$ cat config.mk
export PLATFORM = sky130hd
export DESIGN_NAME = everloop_serializer
export DESIGN_NICKNAME = d
export VERILOG_FILES = /design/src/rtl/everloop_pkg.sv /design/src/rtl/everloop_bit_timer.sv /design/src/rtl/everloop_serializer.sv
export SDC_FILE = /design/constraint.sdc
export NUM_CORES = 1
export LEC_CHECK = 0
export ABC_AREA = 0
export ABC_CLOCK_PERIOD_IN_PS = 2710
export BUFFER_PORTS_ARGS = -buffer_cell sky130_fd_sc_hd__buf_2
export CORE_MARGIN = 1.5
export CORE_UTILIZATION = 60
export DETAILED_ROUTE_END_ITERATION = 6
export GPL_ROUTABILITY_DRIVEN = 0
export PLACE_DENSITY = 0.79
export SYNTH_ARGS = -nofsm -noshare
export SYNTH_HDL_FRONTEND = slang
export SYNTH_SLANG_ARGS = --single-unit
export TNS_END_PERCENT = 30
$ cat constraint.sdc
create_clock -name clk -period 2.71 [get_ports clk]
set_input_delay 0 -clock clk [delete_from_list [all_inputs] [get_ports clk]]
set_output_delay 0 -clock clk [all_outputs]
set_load 0.05 [all_outputs]
$ cat src/rtl/everloop_pkg.sv
// everloop_pkg: types and defaults shared by the everloop serializer
// and the Wishbone wrapper (ring size drives the frame RAM sizing).
package everloop_pkg;

  typedef enum logic [1:0] {
    LATCH,
    FETCH,
    SHIFT
  } state_t;

  localparam int EVERLOOP_N_LEDS        = 35;
  localparam int EVERLOOP_BYTES_PER_LED = 4;

  // 50 MHz timing
  localparam int EVERLOOP_T_BIT   = 63;
  localparam int EVERLOOP_T0H     = 20;
  localparam int EVERLOOP_T1H     = 40;
  localparam int EVERLOOP_T_LATCH = 15000;

  // counter width able to hold 0..n-1, never zero
  function automatic int cnt_w(input int n);
    return (n > 1) ? $clog2(n) : 1;
  endfunction

endpackage

$ cat src/rtl/everloop_bit_timer.sv
// everloop_bit_timer: one NRZ bit period with registered line level.
// Ports: clk, rst, start (begin a bit next cycle), bit_val, level, bit_end.
module everloop_bit_timer
  import everloop_pkg::*;
#(
  parameter int T_BIT = EVERLOOP_T_BIT,
  parameter int T0H   = EVERLOOP_T0H,
  parameter int T1H   = EVERLOOP_T1H
) (
  input  logic clk,
  input  logic rst,
  input  logic start,
  input  logic bit_val,
  output logic level,
  output logic bit_end
);

  localparam int PW = cnt_w(T_BIT);
  localparam logic [PW-1:0] LAST = PW'(T_BIT - 1);
  localparam logic [PW-1:0] HI1  = PW'(T1H);
  localparam logic [PW-1:0] HI0  = PW'(T0H);

  logic [PW-1:0] phase_cnt;
  logic [PW-1:0] phase_nxt;
  logic          active;

  assign phase_nxt = phase_cnt + PW'(1);
  assign bit_end   = active && (phase_cnt == LAST);

  // bit_val is the shift register MSB, which is stable for the
  // whole period, so it acts as the value sampled at phase 0.
  // Phase 0 is always high because T0H > 0.
  always_ff @(posedge clk or posedge rst) begin
    if (rst) begin
      phase_cnt <= '0;
      active    <= 1'b0;
      level     <= 1'b0;
    end else if (start) begin
      phase_cnt <= '0;
      active    <= 1'b1;
      level     <= 1'b1;
    end else if (bit_end) begin
      phase_cnt <= '0;
      active    <= 1'b0;
      level     <= 1'b0;
    end else if (active) begin
      phase_cnt <= phase_nxt;
      level     <= phase_nxt < (bit_val ? HI1 : HI0);
    end
  end

endmodule

$ cat src/rtl/everloop_serializer.sv
// everloop_serializer: streams the frame RAM as a WS2812 NRZ bitstream.
// Ports: clk, rst, enable, address/data_rgb (RAM port B), everloop_d, frame_done.
module everloop_serializer
  import everloop_pkg::*;
#(
  parameter int N_LEDS        = EVERLOOP_N_LEDS,
  parameter int BYTES_PER_LED = EVERLOOP_BYTES_PER_LED,
  parameter int ADR_WIDTH     = 11,
  parameter int T_BIT         = EVERLOOP_T_BIT,
  parameter int T0H           = EVERLOOP_T0H,
  parameter int T1H           = EVERLOOP_T1H,
  parameter int T_LATCH       = EVERLOOP_T_LATCH
) (
  input  logic                 clk,
  input  logic                 rst,
  input  logic                 enable,
  output logic [ADR_WIDTH-1:0] address,
  input  logic [7:0]           data_rgb,
  output logic                 everloop_d,
  output logic                 frame_done
);

  localparam int NBYTES = N_LEDS * BYTES_PER_LED;
  localparam int BW     = cnt_w(NBYTES);
  localparam int LW     = cnt_w(T_LATCH);

  localparam logic [BW-1:0]        LAST_BYTE  = BW'(NBYTES - 1);
  localparam logic [LW-1:0]        LAST_LATCH = LW'(T_LATCH - 1);
  localparam logic [ADR_WIDTH-1:0] LAST_ADR   = ADR_WIDTH'(NBYTES - 1);

  if (!(T0H > 0 && T0H < T1H && T1H < T_BIT)) begin : g_bad_high
    $error("everloop: need 0 < T0H < T1H < T_BIT");
  end
  if (T_BIT < 4) begin : g_bad_bit
    $error("everloop: T_BIT must be at least 4");
  end
  if (NBYTES > (1 << ADR_WIDTH)) begin : g_bad_adr
    $error("everloop: frame does not fit the address space");
  end

  state_t         state;
  logic [LW-1:0]  latch_cnt;
  logic           fetch_cnt;
  logic [BW-1:0]  byte_cnt;
  logic [2:0]     bit_cnt;
  logic [7:0]     shreg;

  logic bit_end;
  logic byte_end;
  logic frame_end;
  logic start;

  // prefetch target: the byte after b, held at the last byte
  function automatic logic [ADR_WIDTH-1:0] next_adr(
    input logic [BW-1:0] b
  );
    if (b == LAST_BYTE) return LAST_ADR;
    return ADR_WIDTH'(b) + ADR_WIDTH'(1);
  endfunction

  assign byte_end  = (state == SHIFT) && bit_end && (bit_cnt == 3'd0);
  assign frame_end = byte_end && (byte_cnt == LAST_BYTE);

  // the next bit starts on the same edge the previous one ends
  assign start = ((state == FETCH) && fetch_cnt) ||
                 ((state == SHIFT) && bit_end && !frame_end);

  everloop_bit_timer #(
    .T_BIT (T_BIT),
    .T0H   (T0H),
    .T1H   (T1H)
  ) u_bit_timer (
    .clk     (clk),
    .rst     (rst),
    .start   (start),
    .bit_val (shreg[7]),
    .level   (everloop_d),
    .bit_end (bit_end)
  );

  always_ff @(posedge clk or posedge rst) begin
    if (rst) begin
      state      <= LATCH;
      latch_cnt  <= '0;
      fetch_cnt  <= 1'b0;
      byte_cnt   <= '0;
      bit_cnt    <= 3'd0;
      shreg      <= 8'd0;
      address    <= '0;
      frame_done <= 1'b0;
    end else begin
      frame_done <= 1'b0;
      unique case (state)
        LATCH: begin
          // saturate at terminal count until enabled
          if (latch_cnt == LAST_LATCH) begin
            if (enable) begin
              state     <= FETCH;
              latch_cnt <= '0;
            end
          end else begin
            latch_cnt <= latch_cnt + LW'(1);
          end
        end
        FETCH: begin
          // address 0 is already presented; second cycle has data
          fetch_cnt <= ~fetch_cnt;
          if (fetch_cnt) begin
            state   <= SHIFT;
            shreg   <= data_rgb;
            bit_cnt <= 3'd7;
            address <= next_adr(byte_cnt);
          end
        end
        SHIFT: begin
          if (bit_end) begin
            if (bit_cnt != 3'd0) begin
              shreg   <= shreg << 1;
              bit_cnt <= bit_cnt - 3'd1;
            end else if (frame_end) begin
              state      <= LATCH;
              frame_done <= 1'b1;
              byte_cnt   <= '0;
              address    <= '0;
            end else begin
              // prefetched byte has been valid since bit 7 began
              shreg    <= data_rgb;
              bit_cnt  <= 3'd7;
              byte_cnt <= byte_cnt + BW'(1);
              address  <= next_adr(byte_cnt + BW'(1));
            end
          end
        end
        default: state <= LATCH;
      endcase
    end
  end

endmodule

Word level (Yosys, flattened, before mapping)
Cells that the tools add are included.
{"block": "op_classes", "bitwise_logic": 2, "mul": 0, "shifts": 0, "n_eq_ne": 14, "n_lt_le_gt_ge": 1, "addsub": 6, "div_mod_pow": 0, "n_reduce_logical": 19, "n_mux": 50}
{"cell": "2-to-1 mux 11 bit", "n": 8}
{"cell": "2-to-1 mux 8 bit", "n": 5}
{"cell": "2-to-1 mux 14 bit", "n": 2}
{"cell": "2-to-1 mux 6 bit", "n": 4}
{"cell": "case mux 11 bit (2 select lines)", "n": 1}
{"cell": "adder 8 x 1 -> 9 bit, second input constant", "n": 2}
{"cell": "2-to-1 mux 1 bit", "n": 17}
{"cell": "== test 8 bit, second input constant", "n": 2}
{"cell": "case mux 8 bit (2 select lines)", "n": 1}
{"cell": "adder 14 x 1 -> 14 bit, second input constant", "n": 1}
{"cell": "== test 14 bit, second input constant", "n": 1}
{"cell": "inequality test 2 bit, second input constant", "n": 7}
{"cell": "2-to-1 mux 2 bit", "n": 6}
{"cell": "2-to-1 mux 3 bit", "n": 4}
{"cell": "adder 8 x 1 -> 8 bit, second input constant", "n": 1}
{"cell": "AND reduction 4 bit", "n": 2}
{"cell": "adder 6 x 1 -> 6 bit, second input constant", "n": 1}
{"cell": "== test 6 bit, second input constant", "n": 1}
{"cell": "logical AND 1 bit", "n": 6}
{"cell": "< comparator 6 bit", "n": 1}
{"cell": "case mux 2 bit (3 select lines)", "n": 1}
{"cell": "case mux 3 bit (2 select lines)", "n": 1}
{"cell": "AND reduction 6 bit", "n": 1}
{"cell": "nonzero test 3 bit", "n": 2}
{"cell": "other kinds (12)", "n": 14}
{"block": "totals", "ramBits": 0, "regBits": 56, "out_inout_bits": 13, "mem_count": 0, "latchBits": 0, "elab_cells": 103, "rom_bits": 0}

Logic depth before layout (Yosys ltp)
{"block": "depth", "ltp_word": 14, "mapped_depth": 9, "depth_no_buf": 8}

Cells and area by module
Synthesis repeated with hierarchy kept, for this count alone.
{"block": "unflattened", "cells_unflattened": 360, "area_unflattened_um2": 3270.6}
{"mod": "everloop_serializer", "area_per_inst_um2": 2716.4, "seq_area_each_um2": 1151.1, "instances": 1, "cells_per_inst": 298}
{"mod": "everloop_bit_timer", "area_per_inst_um2": 554.3, "seq_area_each_um2": 200.2, "instances": 1, "cells_per_inst": 62}

Worst setup path after synthesis
OpenSTA, ideal clock, no wires.
{"block": "synth_timing", "kind": "reg2reg", "from": "reg byte_cnt[1]", "to": "reg state[0]", "path_buffers": 1, "arrival_time_ps": 1829, "path_stages_with_launch": 9, "setup_ps": 128, "required_ps": 2582, "synth_period_minus_slack_ps": 1957, "path_slack_ps": 753, "cell_sequence": "dfrtp_1 > ha_1 > and2_1 > nand4_2 > o21ai_1 > buf_4 > o211ai_1 > a21oi_2 > mux2_1"}
{"block": "synth_via", "elab_chain_len": 4}
{"item": "start: declaration", "line_no": "everloop_serializer.sv:44", "rtl": "logic [BW-1:0] byte_cnt;"}
{"item": "start signal: assignment", "line_no": "everloop_serializer.sv:129", "rtl": "byte_cnt <= byte_cnt + BW'(1);"}
{"item": "== test 8 bit", "line_no": "everloop_serializer.sv:62", "rtl": "assign frame_end = byte_end && (byte_cnt == LAST_BYTE);"}
{"item": "logical AND 1 bit", "line_no": "everloop_serializer.sv:62"}
{"item": "inequality test 2 bit (no source line)"}
{"item": "AND reduction 6 bit (no source line)"}
{"item": "end signal: assignment", "line_no": "everloop_serializer.sv:83", "rtl": "state <= LATCH;"}
{"item": "end signal: assignment", "line_no": "everloop_serializer.sv:98", "rtl": "state <= FETCH;"}
{"item": "end signal: assignment", "line_no": "everloop_serializer.sv:109", "rtl": "state <= SHIFT;"}
{"item": "end: declaration", "line_no": "everloop_serializer.sv:41", "rtl": "state_t state;"}
Every way passes these cells.
A chain may end at the register's enable or synchronous reset.

Worst setup path in the final report
{"block": "layout_timing", "from": "reg byte_cnt[0]", "to": "reg address[2]"}
{"block": "layout_via", "elab_chain_len": 12, "word_cells_on_any_way": 21}
{"item": "adder 8 x 1 -> 8 bit", "line_no": "everloop_serializer.sv:130", "rtl": "address <= next_adr(byte_cnt + BW'(1));"}
{"item": "== test 8 bit", "line_no": "everloop_serializer.sv:57", "rtl": "if (b == LAST_BYTE) return LAST_ADR;"}
{"item": "2-to-1 mux 1 bit", "line_no": "everloop_serializer.sv:57"}
{"item": "2-to-1 mux 1 bit", "line_no": "everloop_serializer.sv:120", "rtl": "end else if (frame_end) begin"}
{"item": "2-to-1 mux 1 bit", "line_no": "everloop_serializer.sv:117", "rtl": "if (bit_cnt != 3'd0) begin"}
{"item": "2-to-1 mux 1 bit", "line_no": "everloop_serializer.sv:116", "rtl": "if (bit_end) begin"}
{"item": "2-to-1 mux 1 bit", "line_no": "everloop_serializer.sv:93", "rtl": "unique case (state)"}
{"item": "2-to-1 mux 11 bit", "line_no": "everloop_serializer.sv:58", "rtl": "return ADR_WIDTH'(b) + ADR_WIDTH'(1);"}
{"item": "2-to-1 mux 11 bit", "line_no": "everloop_serializer.sv:120"}
{"item": "2-to-1 mux 11 bit", "line_no": "everloop_serializer.sv:117"}
{"item": "2-to-1 mux 11 bit", "line_no": "everloop_serializer.sv:116"}
{"item": "case mux 11 bit (2 select lines) (*)", "line_no": "everloop_serializer.sv:93"}
{"item": "end signal: assignment", "line_no": "everloop_serializer.sv:112", "rtl": "address <= next_adr(byte_cnt);"}
{"item": "end signal: assignment", "line_no": "everloop_serializer.sv:130"}
{"item": "end: declaration", "line_no": "everloop_serializer.sv:17", "rtl": "output logic [ADR_WIDTH-1:0] address,"}
Mark *: on every way between the ends. The rest lies on a longest branch, timed or not. The select of a mux whose other input is x is not followed.

==> results_dict.tcl <==
set metrics [dict create \
    crit_fanout 11 \
    final.setup.tns_ns 0 \
    leakage_nw 1.67 \
    switchingPower_mw 0.301 \
    remaining_drc_errors 0 \
    endpoint_kind "flop" \
    post-route-util_pct 68.9 \
    portBuffers 21 \
    cpMostUsedCell "a2bb2oi_1" \
    ys_ff_latch 54 \
    hpwl_um 4830 \
    clock-sinks 54 \
    wire_per_inst_um 14.3 \
    vias 2672 \
    max_cap_violations 0 \
    avgSynthCellArea_um2 9.22 \
    grt_pass1_vias 2490 \
    multi_input_area_um2 1770 \
    ir_worst_vdd_mv 0.330 \
    cp_slowest_stage_delay_ns 0.57 \
    synth.cell_area_um2 3280 \
    firstDrtPassIters 4 \
    cts_tree "done" \
    netlist_top_cells_count "dfrtp_1, nand2_1, nor2_1, o21ai_0, xnor2_1" \
    seq_area_frac_synth_pct 41.2 \
    synth_flop_cell "dfrtp_1" \
    grt_pass1_wl_um 11600 \
    max_freq_mhz 439 \
    status "finished clean" \
    worst_pin_slew_ns 0.551 \
    synth_warnings 0 \
    htree_num_levels 2 \
    grt_util_all_layers_pct 24.5 \
    critPathSlowestCell "dfrtp_1" \
    drtIter0Drc 271 \
    drtAntennaViolNets 0 \
    regArea_um2 1350 \
    clock_path_buffers 2 \
    core_area_um2 5200 \
    power_density_nw_per_um2 372 \
    viasPerCell 5.91 \
    nets 406 \
    combPwrFrac_pct 3.4 \
    synth_top_area_cell "dfrtp_1" \
    die_area_um2 5920 \
    finalClockSkew_ns 0.00577 \
    switching_share_pct 22.6 \
    cts_buffers 5 \
    routed_wl_um 6470 \
    synth_top_area_share_pct 41.2 \
    synth_edf_count 0 \
    overflow 0 \
    synthToLayoutAreaGrowth_pct 9.27 \
    fp.dieH_um 76.9 \
    p_int_mw 1.03 \
    clkPwrFrac_pct 36.1 \
    critPathArrivalTime_ns 2.45 \
    synth.most_common_cell "dfrtp_1" \
    slew_violations 0 \
    worst-path-buf-inv 1 \
    num_rows 26 \
    relSlewSlack_pct 63.3 \
    cts_root_buffer "clkbuf_8" \
    start_util_pct 63.0 \
    finalHoldViolCount 0 \
    hp-class "in -> reg" \
    path_cells "ha_1 > and2_1 > nand4_2 > o21ai_1 > buf_4 > a2bb2oi_1 > a2bb2oi_1 > a21oi_1" \
    cp-start-kind "flop" \
    layout-drive-gt1-share_pct 14.1 \
    path_class "reg -> reg" \
    final.min_clock_period_ns 2.28 \
    syn_inst 356 \
    fin_crit_sh_pct 84.0 \
    cp.required_ns 2.88 \
    clk_pin_slew_ns 0.09 \
    postCtsSetupBuffers 0 \
    ios 24 \
    die_w_um 76.9 \
    postCtsHoldBufs 6 \
    insertion_delay_ns 0.31 \
    antenna_found_initial 0 \
    diodes 0 \
    power_frac_seq_pct 60.5 \
    fillCellCount 419 \
    synth_area_leaders "dfrtp_1, nand2_1, ha_1, xnor2_1, o21ai_0" \
    async_flop_share_pct 100 \
    setup_violations 0 \
    ys_types 61 \
    worst_path_dominant_cell_family "compound AO/OA/AOI/OAI gates" \
    cts_resized 0 \
    rsz0062_at_grt "false" \
    grt_max_degree 24 \
]
power by group through the flow:
stage | combinational [mW] | sequential, mW | clock, mW
after floorplan | 0.0254 | 0.822 | 0
after global placement | 0.0386 | 0.822 | 0
after detailed placement | 0.0397 | 0.822 | 0
after CTS | 0.0464 | 0.806 | 0.491
after global routing | 0.0509 | 0.807 | 0.528
final | 0.0452 | 0.807 | 0.482
kinds of logic (layout without fill, tap and decap cells):
group | Yosys count | in the layout | share of synthesized area [%]
AOI/OAI and AO/OA | 72 | 72 | 14.2
xor gates and xnor gates | 26 | 26 | 6.94
adders and majority gates | 14 | 14 | 5.34
buffers and inverters | 32 | 57 | 4.88
DFF | 54 | 54 | 41.2
muxes | 11 | 11 | 3.43
other | 1 | 2 | 0.114
and+or+nand+nor | 146 | 146 | 23.9
path summary, 6_finish.rpt:
kind,to,cells past startpoint,slack (ns),start
setup / recovery,address[2],8,0.43,byte_cnt[0]
hold / removal,shreg[6],3,0.002,data_rgb[6]
setup reg to reg,address[2],8,0.43,byte_cnt[0]
hold reg to reg,latch_cnt[13],1,0.49,latch_cnt[13]
max in group asynchronous,u_bit_timer.phase_cnt[1],4,1.84,rst
min in group asynchronous,latch_cnt[0],3,0.26,rst
stage by stage:
step                std cells  hold slack, ns  cell area, um2  power, mW  setup WS [ns]
global placement          438          0.0527            3430      0.861          0.577
detailed placement        438          0.0583            3430      0.862          0.473
floorplan                 357           0.162            3280      0.848          0.753
finish                    452         0.00175            3580       1.33          0.435
CTS                       452         0.00761            3580       1.34          0.450
global route              452          0.0656            3580       1.39          0.170
cell usage in the layout, fill, tap and decap left out, types with 3 or more instances in the layout:
master,synthesis,final
o21ai_0,21,21
o31ai_1,4,4
ha_1,14,14
a21oi_1,15,15
nor3_1,4,4
nand4bb_1,3,3
clkbuf_8,0,6
xnor2_1,16,16
nor2b_1,3,3
buf_2,5,21
nand3_1,15,15
o21ai_1,4,4
nand2_1,52,52
nand4_1,10,10
a31oi_1,5,5
and3_1,4,4
inv_1,14,13
mux2i_1,9,9
nand2b_1,7,7
nor2_1,25,25
dfrtp_1,54,54
dlygate4sd3_1,0,6
xor2_1,10,10
buf_4,9,7
registers in the layout, indices dropped and copies added (netlist names):
register and count:
address 9, bit_cnt 3, byte_cnt 8, fetch_cnt 1, frame_done 1, latch_cnt 14, shreg 8, state 2
u_bit_timer.active 1, u_bit_timer.level 1, u_bit_timer.phase_cnt 6
per-layer routing:
metal  GRT usage, %  share of wire [%]  vias to the layer above
li1               -                  -                     1290
met5              0                  0                        -
met1           34.0                 46                     1292
met3           5.24                6.6                       10
met2           38.0                 46                       80
met4           8.52                1.6                        0
worst min-delay path, delay by kind of cell:
kind | cells | cell delay [ns]
compound gates | 1 | 0.14
mux | 1 | 0.05
buf+inv | 1 | 0.07
area by class of cell:
cell class	instances	area share [%]
clock inverters	2	0.454
multi-input cells	271	49.5
inverters	15	1.57
well taps	70	2.44
clock buffers	6	2.30
repair buffers	34	6.07
flip-flops and latches	54	37.7
No activity file was read; power rests on OpenSTA's default activity.
